==> config.mk <==
export PLATFORM = sky130hd
export DESIGN_NAME = div_controller
export DESIGN_NICKNAME = d
export VERILOG_FILES = /design/src/rtl/div_controller.sv
export SDC_FILE = /design/constraint.sdc
export NUM_CORES = 1
export LEC_CHECK = 0
export CAP_MARGIN = 20
export CORE_AREA = 2 2 39 41
export CTS_CLUSTER_SIZE = 28
export DETAILED_ROUTE_END_ITERATION = 8
export DIE_AREA = 0 0 41 43
export SLEW_MARGIN = 25
export SYNTH_ARGS = -nofsm -noshare
export SYNTH_HDL_FRONTEND = slang
export SYNTH_SLANG_ARGS = --single-unit
export TNS_END_PERCENT = 100
==> constraint.sdc <==
create_clock -name clk -period 1.24 [get_ports clk]
set_clock_uncertainty 0.05 [all_clocks]
set_input_delay 0.248 -clock clk [delete_from_list [all_inputs] [get_ports clk]]
set_output_delay 0.248 -clock clk [all_outputs]
set_load 0.01 [all_outputs]
==> src/rtl/div_controller.sv <==
// Control FSM for the sequential restoring divider.
// Sequences load, zero-divisor check and ITER shift/evaluate iterations.
// All strobes are decoded combinationally from state. In EVAL the strobes
// also depend on the subtractor sign.
module div_controller #(
  parameter int ITER  = 10,
  parameter int CNT_W = 4
) (
  input  logic             clk,
  input  logic             sclr,
  input  logic             start,
  input  logic             dvs_zero,
  input  logic             sign,
  input  logic             co,
  output logic             ready,
  output logic             done,
  output logic             dvz,
  output logic             ld_q,
  output logic             ld_b,
  output logic             clr_a,
  output logic             sh_aq,
  output logic             ld_a,
  output logic             sel_a,
  output logic             q_in,
  output logic             set_q,
  output logic             initcnt,
  output logic             cnten,
  output logic [CNT_W-1:0] cnt_init
);

  typedef enum logic [2:0] {
    IDLE,
    LOAD,
    ZCHK,
    SHIFT,
    EVAL,
    DONE,
    ERR
  } state_t;

  // The counter counts up from here, so co rises on the ITER-th EVAL.
  localparam logic [CNT_W-1:0] CNT_INIT = CNT_W'((1 << CNT_W) - ITER);

  state_t state, state_n;

  assign cnt_init = CNT_INIT;

  // State register; reset abandons any division in flight without a done pulse
  always_ff @(posedge clk or posedge sclr) begin
    if (sclr) state <= IDLE;
    else      state <= state_n;
  end

  // Next-state and strobe decode; EVAL is Mealy on the subtractor sign
  always_comb begin
    state_n = state;
    ready   = 1'b0;
    done    = 1'b0;
    dvz     = 1'b0;
    ld_q    = 1'b0;
    ld_b    = 1'b0;
    clr_a   = 1'b0;
    sh_aq   = 1'b0;
    ld_a    = 1'b0;
    sel_a   = 1'b0;
    q_in    = 1'b0;
    set_q   = 1'b0;
    initcnt = 1'b0;
    cnten   = 1'b0;
    case (state)
      IDLE: begin
        ready = 1'b1;
        if (start) state_n = LOAD;
      end
      LOAD: begin
        ld_q    = 1'b1;
        ld_b    = 1'b1;
        clr_a   = 1'b1;
        initcnt = 1'b1;
        state_n = ZCHK;
      end
      ZCHK: begin
        // The divisor register is only valid one cycle after LOAD.
        state_n = dvs_zero ? ERR : SHIFT;
      end
      SHIFT: begin
        sh_aq   = 1'b1;
        state_n = EVAL;
      end
      EVAL: begin
        set_q = 1'b1;
        q_in  = ~sign;
        cnten = 1'b1;
        // A is kept (restored) when the trial subtraction goes negative.
        ld_a  = ~sign;
        sel_a = ~sign;
        // co reflects the count before this cycle's increment.
        state_n = co ? DONE : SHIFT;
      end
      DONE: begin
        done    = 1'b1;
        state_n = IDLE;
      end
      ERR: begin
        done    = 1'b1;
        dvz     = 1'b1;
        state_n = IDLE;
      end
      default: state_n = IDLE;
    endcase
  end

endmodule
=== Word level (Yosys, flattened, before mapping) ===
Index checks and enable logic that the tools add are counted.

* Eq/ne operators: 7
* Muxes and demuxes: 11
* Bitwise operators: 1
* Reduce and logical (&&, ||, !) cells: 2

{| class="wikitable"
|+ Operator list
! kind !! count
|-
| one-hot mux 3 bit (5 select lines) || 1
|-
| equality test 3 bit, second input constant || 3
|-
| two-way mux 3 bit || 3
|-
| two-way mux 1 bit || 7
|-
| equality test 3 x 2 -> 1 bit, second input constant || 2
|-
| equality test 3 x 1 -> 1 bit, second input constant || 1
|-
| logical NOT 3 bit || 1
|-
| != test 2 bit, second input constant || 1
|-
| OR reduction 2 bit || 1
|-
| NOT 1 bit || 1
|}

* Bits in registers: 3
* Input port bits: 6
* Output and inout bits: 17
* Logic and storage cells: 22

=== Longest topological paths before layout ===
* Depth in word-level cells: 3
* Gate-level depth with buffers: 4
* Gate-level depth less buffers: 2

=== Worst setup path before layout ===
No wires, ideal clock.

* Path type: flip-flop to output port
* Start point: register state[0]
* End point: output q_in
* Data arrival time: 1316 ps
* Required time: 942 ps
* Slack: -374 ps
* Cell stages (with the launch flop): 5
* Buffers on the path: 2
* Path through: dfrtp_1 buf_2 nor3b_2 nor2b_1 buf_4

* Cells in the longest elaborated chain, start to end: 2

{| class="wikitable"
|+ RTL lines
! item !! RTL line !! RTL
|-
| start: declaration || 44 || <nowiki>state_t state, state_n;</nowiki>
|-
| start signal: assignment || 51 || <nowiki>else state <= state_n;</nowiki>
|-
| equality test 3 bit || n/a ||
|-
| two-way mux 1 bit || n/a ||
|-
| end: declaration || 24 || <nowiki>output logic q_in,</nowiki>
|}

Every way passes these cells.

=== Worst setup path after layout ===
* Start point: register state[1]
* End point: output q_in

* Cells in the longest elaborated chain, start to end: 2

{| class="wikitable"
|+ RTL lines
! item !! RTL line !! RTL
|-
| equality test 3 bit || 70 || <nowiki>case (state)</nowiki>
|-
| two-way mux 1 bit || 70 ||
|}

Every way passes these cells.

==> results_dict.tcl <==
set metrics [dict create \
    dpl.hpwl_um 510 \
    wl_per_cell_um 9.33 \
    dr.pass1.iters 1 \
    hold_path.class "in2async" \
    critPathBufInv 2 \
    fmax_ghz 0.639 \
    power.density_mw_per_mm2 2450 \
    critPathRequiredTime_ns 0.94 \
    numCtsBuffers 3 \
    synth.avg_cell_area_um2 8.25 \
    met2_usage_pct 18.8 \
    place_inst 68 \
    grtUsageTotal_pct 11.1 \
    path_delay_family "flip-flops" \
    nets 71 \
    cts_sinks 3 \
    multiInputGateArea_um2 175 \
    yosysWarnings 0 \
    grt_pass1_wl_mm 1.28 \
    io_pins 23 \
    peakVddDrop_v 0.000904 \
    finalHoldViolations 0 \
    rows 14 \
    grt_pass1_vias 311 \
    use_met3_pct 4.71 \
    die_w_um 41 \
    largest_reg_flops 3 \
    fin_crit_sh_pct 126 \
    post-route-drc-count 0 \
    crit_path_end_kind "output pin" \
    drive_above_1_share_pct 64.1 \
    fp.dieH_um 43 \
    clk_pin_slew_worst_paths_ns 0.04 \
    io_buffer_count 18 \
    top_regs "state (3)" \
    yosysSeqAreaShare_pct 24.6 \
    max-clock-path-buffers 2 \
    coreArea_mm2 0.00138 \
    layout_commonest_cell "buf_6" \
    crit_top_cell "buf_6" \
    antenna_found_initial 0 \
    dieArea_mm2 0.00176 \
    syn_inst 37 \
    fillers 152 \
    layout-area-overhead-vs-synth_pct 95.5 \
    status "finished with violations" \
    busiest_layer "met2" \
    cts_root_buffer "clkbuf_4" \
    via_count 318 \
    grt_overflow 0 \
    maxCapViolCount 0 \
    rsz0062_at_grt "yes" \
    slowest_delay_ns 0.39 \
    instances_no_fill 80 \
    finalPower_w 0.00146 \
    finalSetupViolCount 15 \
    via_per_inst 3.98 \
    arrival_ns 1.27 \
    regArea_um2 76.3 \
    final_cell_mix "buf_6, buf_4, buf_2" \
    htreeDepth 1 \
    clock_latency_ns 0.23 \
    cts_tree "yes" \
    period_minus_slack_ns 1.56 \
    synth_area_um2 305 \
    start_kind "register" \
    wl_um 746 \
    gp_congestion 0.703 \
    critPathSlowestCell "dfrtp_1" \
    synth-seq-cells 3 \
    finalMaxSlewViolations 0 \
    cp_cell_sequence "buf_6 -> nor3b_4 -> nor2b_4 -> buf_6" \
    path_class "reg2out" \
    diodes 0 \
    setup_ws_ns -0.324 \
    ant_nets 0 \
    use_met1_pct 11.3 \
    violations "negative setup slack" \
    grt_max_degree 8 \
    crit_fanout 3 \
    drt_iter0_markers 0 \
    ys_types 20 \
    finalSetupTns_ns -3.38 \
    max_flop_register "state" \
    initial_utilization_pct 22.1 \
    leakage_nw 0.305 \
]
==> path summary, 6_finish.rpt <==
| kind | startpoint | to | slack, ns | cells after the start |
|---|---|---|---|---|
| max | state[1]$_DFFE_PP0P_ | q_in | -0.32 | 4 |
| max reg2reg | state[1]$_DFFE_PP0P_ | state[1]$_DFFE_PP0P_ | -0.10 | 4 |
| max in group asynchronous | sclr | state[2]$_DFFE_PP0P_ | 0.86 | 2 |
| min | sclr | state[2]$_DFFE_PP0P_ | 0.14 | 2 |
| min in group clk | co | state[2]$_DFFE_PP0P_ | 0.57 | 2 |
| min reg2reg | state[2]$_DFFE_PP0P_ | state[1]$_DFFE_PP0P_ | 0.62 | 2 |
==> power by group <==
part           leakage, nW  switching, W  internal [W]
Clock               0.0150     0.0000479      0.000120
Combinational        0.254      0.000431      0.000653
Sequential          0.0359     0.0000598      0.000148
==> cells in the mapped netlist <==
cell type	count	share of area, %
or3b_1	2	5.7
nand2b_1	1	2.1
buf_6	1	3.7
buf_2	1	1.6
nor3_1	2	3.3
o21bai_1	1	2.5
o21a_1	1	2.5
dfrtp_1	3	25
nor3b_2	1	4.1
buf_4	11	27
a31oi_1	1	2.1
nor2_1	2	2.5
inv_1	2	2.5
and2_1	1	2.1
nor2b_1	1	2.1
o2bb2ai_1	1	2.9
conb_1	2	2.5
and3_1	1	2.1
a21oi_1	1	1.6
xor2_1	1	2.9
==> routing by layer <==
layer | vias up | wire, um
met2 | 16 | 411
met4 | 0 | 0
li1 | 158 | -
met3 | 0 | 74
met1 | 144 | 259
met5 | - | 0
==> layout make-up <==
| cell class | instances | area share (%) |
|---|---|---|
| multi-input combinational | 21 | 29.4 |
| tap | 16 | 3.35 |
| sequential | 3 | 12.8 |
| clock buffer | 4 | 4.40 |
| timing repair buffer | 34 | 48.4 |
| inverter | 2 | 1.68 |
==> kinds of logic after synthesis <==
group | after synthesis | share of synthesized area (%)
AO/OA/AOI/OAI | 5 | 11.5
XOR/XNOR | 1 | 2.87
buffers and inverters | 15 | 34.8
flip-flops | 3 | 24.6
other | 2 | 2.46
AND/OR/NAND/NOR | 11 | 23.8
==> metrics by stage <==
step	instance area, um^2	worst slack, ns	hold slack, ns	utilization, %
detailed placement	493	-0.498	0.386	35.6
CTS	568	-0.359	0.138	41.0
floorplan	332	-0.187	-0.0484	-
global placement	493	-0.471	0.380	35.6
global route	597	-0.384	0.145	43.1
finish	597	-0.324	0.140	43.1
==> timing repair <==
action,4_1_cts,5_1_grt
pin swaps,4,2
hold buffers,0,0
gates cloned,0,0
setup buffers,8,2
setup endpoints to repair,15,15
resized for setup,66,7
Power figures use the tool's default switching activity.
